$ cat src/rtl/am2901_vgen.sv
// Am2901 response-table generator: per index, loads Q, executes one ALU op,
// captures Y and flags, and writes the 12-bit word through a req/ack port.
module am2901_vgen #(
  parameter int unsigned FIRST  = 0,
  parameter int unsigned LAST   = 4095,
  parameter int unsigned SETTLE = 1
) (
  input  logic        clk,
  input  logic        rst,
  input  logic        start,
  output logic        busy,
  output logic        done,
  output logic [8:0]  alu_i,
  output logic [3:0]  alu_d,
  output logic        alu_cin,
  input  logic [3:0]  alu_y,
  input  logic        alu_zf,
  input  logic        alu_f3,
  input  logic        alu_ovr,
  input  logic        alu_cout,
  input  logic        alu_p_n,
  input  logic        alu_g_n,
  output logic [11:0] wr_addr,
  output logic [11:0] wr_data,
  output logic        wr_req,
  input  logic        wr_ack
);

  typedef enum logic [2:0] {IDLE, LOAD, EXEC, WRITE, DONE} state_t;

  typedef struct packed {
    logic [8:0] i;
    logic [3:0] d;
    logic       cin;
  } alu_drv_t;

  localparam logic [11:0] FIRST_N  = 12'(FIRST);
  localparam logic [11:0] LAST_N   = 12'(LAST);
  localparam logic [3:0]  CNT_INIT = 4'(SETTLE - 1);
  localparam alu_drv_t    DRV_IDLE = '{i: 9'o106, d: 4'h0, cin: 1'b0};

  state_t     state, state_d;
  logic [11:0] n, n_d;
  logic [3:0]  cnt, cnt_d;
  logic        cap;
  alu_drv_t    drv, drv_d;
  logic [11:0] word;

  assign word = {2'b00, alu_g_n, alu_p_n, alu_cout, alu_ovr, alu_f3, alu_zf, alu_y};

  always_comb begin
    state_d = state;
    n_d     = n;
    cnt_d   = cnt;
    cap     = 1'b0;
    case (state)
      IDLE: if (start) begin
        state_d = LOAD;
        n_d     = FIRST_N;
      end
      LOAD: begin
        state_d = EXEC;
        cnt_d   = CNT_INIT;
      end
      EXEC: if (cnt == 4'd0) begin
        state_d = WRITE;
        cap     = 1'b1;
      end else begin
        cnt_d = cnt - 4'd1;
      end
      WRITE: if (wr_ack) begin
        if (n == LAST_N) begin
          state_d = DONE;
        end else begin
          state_d = LOAD;
          n_d     = n + 12'd1;
        end
      end
      DONE:    state_d = IDLE;
      default: state_d = IDLE;
    endcase
  end

  // ALU drive is decoded from the next state so it is valid for the whole
  // cycle the state is held, and stays a clean register output.
  always_comb begin
    drv_d = DRV_IDLE;
    case (state_d)
      LOAD:    drv_d = '{i: 9'b000_000_111, d: n_d[7:4], cin: 1'b0};
      EXEC:    drv_d = '{i: {3'b001, n_d[11:9], 3'b110}, d: n_d[3:0], cin: n_d[8]};
      default: drv_d = DRV_IDLE;
    endcase
  end

  always_ff @(posedge clk or posedge rst) begin
    if (rst) begin
      state   <= IDLE;
      n       <= 12'h000;
      cnt     <= 4'h0;
      drv     <= DRV_IDLE;
      wr_data <= 12'h000;
      busy    <= 1'b0;
      done    <= 1'b0;
      wr_req  <= 1'b0;
    end else begin
      state   <= state_d;
      n       <= n_d;
      cnt     <= cnt_d;
      drv     <= drv_d;
      if (cap) wr_data <= word;
      busy    <= (state_d != IDLE);
      done    <= (state_d == DONE);
      wr_req  <= (state_d == WRITE);
    end
  end

  assign alu_i   = drv.i;
  assign alu_d   = drv.d;
  assign alu_cin = drv.cin;
  assign wr_addr = n;

endmodule

$ cat config.mk
export PLATFORM = sky130hd
export DESIGN_NAME = am2901_vgen
export DESIGN_NICKNAME = d
export VERILOG_FILES = /design/src/rtl/am2901_vgen.sv
export SDC_FILE = /design/constraint.sdc
export NUM_CORES = 1
export LEC_CHECK = 0
export BUFFER_PORTS_ARGS = -buffer_cell sky130_fd_sc_hd__buf_2
export CORE_MARGIN = 8
export CORE_UTILIZATION = 31
export DETAILED_ROUTE_END_ITERATION = 16
export GPL_ROUTABILITY_DRIVEN = 0
export PLACE_DENSITY_LB_ADDON = 0.12
export SYNTH_ARGS = -nofsm -noshare
export SYNTH_HDL_FRONTEND = slang
export SYNTH_SLANG_ARGS = --single-unit
$ cat constraint.sdc
create_clock -name clk -period 2.25 [get_ports clk]
set_input_delay 0.225 -clock clk [delete_from_list [all_inputs] [get_ports clk]]
set_output_delay 0.225 -clock clk [all_outputs]
set_load 0.03 [all_outputs]
==> summary.txt <==
Floorplanning
  • Die area: 9840 sq um
  • Die Wd: 99.2 microns
  • Ports: 55
  • Starting Density: 31.8%
  • Row cnt: 30
  • Die Y: 99.2 microns
  • Core Region: 6760 sq um

Timing
  • Fin Hold WS: 0.157 ns
  • RSZ-0062 raised after global routing: no
  • Final hold vios: 0
  • Finish-stage setup viols: 0
  • Fmax: 485 MHz
  • Post-route minimum period: 2.06 ns
  • Slew headroom: 59.8%
  • Post-Route Skew: 0.00663 ns
  • Final setup slack of the worst path: 0.188 ns
  • Final period util: 91.7%
  • Slew @ Worst Pin: 0.604 ns
  • Final TNS setup: 0 ns
  • Final Max Tran Viols: 0

Job
  • # Max-Cap Violations: 0

Synth
  • Post-Syn Instances: 196
  • Synth cell types: 56
  • Post-synth EDFFs: 0
  • Flops & latches, synth: 42
  • Sequential area share after synthesis: 49.0%
  • Share of flip-flops with an asynchronous set or reset: 100%
  • Synthesized cell area: 2150 sq um
  • Synth warn: 0
  • Ys flop type: dfrtp_1
  • Average size of a mapped cell: 11.0 sq um

Worst hold path
  • Worst min-delay path endpoint: wr_data[2]$_DFFE_PP0P_
  • Worst min path class: in2reg
  • HP Start: alu_y[2]
  • WHS Path Cells: 2

Setup path
  • Worst R2R Path Depth: 4
  • CP Capture Type: register
  • FF-to-FF setup slack: 0.19 ns
  • CP required: 2.41 ns
  • R2r startpoint: state[1]$_DFF_PP0_
  • Worst path arrival time: 2.23 ns
  • Critical path class: reg2reg
  • CP max FO: 18
  • Worst R2R End: wr_addr[5]$_DFF_PP0_
  • Critical Path Start Type: register

Global routing
  • Vias in the first global route: 1732
  • Global-route usage over all layers: 11.5%
  • First-pass GRT wire length: 9.14 mm
  • Initial antenna violation count: 0
  • Largest net degree at the start of global routing: 32
  • Total gr overflow: 0

Clock tree
  • Post-CTS Repair Setup Buffers: 0
  • Worst skew pair latency: 0.29 ns
  • Reg clk slew, reported paths: 0.08 ns
  • CTS tree: done
  • CTS sink cnt: 42
  • CTS root buffer: clkbuf_8
  • TritonCTS Buffers: 5
  • H-tree Lvls: 2
  • CTS Buffer Depth: 2

Placed design
  • Port buffer count: 48
  • Post-DP HPWL: 4.06 mm
  • Worst slack, placed: 0.219 ns

Finish
  • N_diodes: 0
  • Layout area overhead: 22.6%
  • Most common cell after layout, fill and taps aside: buf_2
  • Fillers: 666
  • Layout cells sized above 1: 33.2%
  • Nets: 266
  • Layout Utilization: 38.9%
  • Commonest non-fill, non-tap cells in the layout: buf_2 (48), dfrtp_1 (41), nand3_1 (11), mux2_2 (11)

Route
  • WL final: 5.49 mm
  • Routed via count: 1718
  • Vias/cell: 5.21
  • DRC Markers: 0
  • Remaining antenna violation count: 0
  • DR iter-0 viols: 149
  • Pre-Repair DR Iteration Count: 4
  • WL/cell: 16.6 microns

Pwr
  • Cell Pwr Density: 1220 nW/um^2
  • Total power: 3.21 mW
  • Leak: 1.22 nW
  • Peak supply drop: 0.292 mV

Status
  • Status: finished, final reports clean
==> worst max path at each step <==
stage,endpoint,start,cells past startpoint
2_1_floorplan,wr_addr[5]$_DFF_PP0_,wr_addr[0]$_DFF_PP0_,5
3_3_place_gp,alu_d[1]$_DFF_PP0_,cnt[0]$_DFFE_PP0P_,7
3_5_place_dp,wr_addr[5]$_DFF_PP0_,state[1]$_DFF_PP0_,4
4_1_cts,wr_addr[5]$_DFF_PP0_,state[1]$_DFF_PP0_,4
5_1_grt,alu_d[1]$_DFF_PP0_,cnt[0]$_DFFE_PP0P_,7
6_report,wr_addr[5]$_DFF_PP0_,state[1]$_DFF_PP0_,4
==> power by group <==
part           internal (mW)  switching (mW)
logic                  0.469           0.869
clock network          0.473           0.257
registers              0.957           0.188
==> flip-flops by register name, summed over array words and instances (netlist names) <==
name	flops
busy	1
alu_d	4
alu_i	5
state	3
wr_data	10
cnt	4
wr_req	1
alu_cin	1
wr_addr	12
done	1
==> worst max-delay path, cell delays in order (launching register included) <==
cell and delay [ns]:
dfrtp_1 0.71, and4b_1 0.42, nand4_1 0.23, o311ai_1 0.43
o31ai_1 0.13
==> kinds of logic (layout without fill, tap and decap cells) <==
| logic type | count (synthesis) | after routing | share of synthesized area [%] |
|---|---|---|---|
| and+or+nand+nor | 74 | 74 | 21.4 |
| adders and majority gates | 3 | 3 | 1.75 |
| DFF | 42 | 42 | 49.0 |
| muxes | 14 | 14 | 7.17 |
| other | 2 | 6 | 0.350 |
| buffers and inverters | 20 | 70 | 5.36 |
| AOI/OAI and AO/OA | 41 | 41 | 14.9 |
==> area by class of cell <==
cell class,instances,area [sq um],area share [%]
clock inverter,2,60.1,2.28
sequential,42,1050,40.0
tap,80,100,3.80
clock buffer,6,82.6,3.14
multi-input combinational,138,995,37.8
inverter,7,26.3,0.999
timing repair buffer,55,315,12.0
==> per-stage QoR <==
step	area [sq um]	std cells
after floorplan	2160	200
after global placement	2450	320
final	2630	330
after CTS	2590	328
after detailed placement	2450	320
after global routing	2630	330
==> what timing repair did <==
item                                   in CTS  in global routing
endpoints found under the hold margin       0                 10
gates resized for setup                     0                  0
hold buffers                                0                  1
==> layer usage <==
layer  global-route usage, %  share of wire, %  wire length (microns)
met3                    3.98               7.3                    402
met4                    4.07               1.5                     84
met2                    17.3                44                   2390
met1                    14.9                48                   2610
met5                       0                 0                      0
==> Yosys cell counts, drive strengths merged (4+ instances only) <==
library cell | n | area (sq um)
and2 | 6 | 40.0
nand4 | 7 | 43.8
buf | 13 | 88.8
a21oi | 7 | 35.0
nor2 | 9 | 33.8
nor3 | 6 | 30.0
mux2 | 11 | 124
dfrtp | 41 | 1030
nor4 | 4 | 25.0
o21ai | 6 | 30.0
nand3 | 11 | 55.1
inv | 7 | 26.3
nand2 | 9 | 33.8
a31oi | 4 | 31.3
and4 | 4 | 35.0
Note: power is estimated with default switching activity, not from simulation.
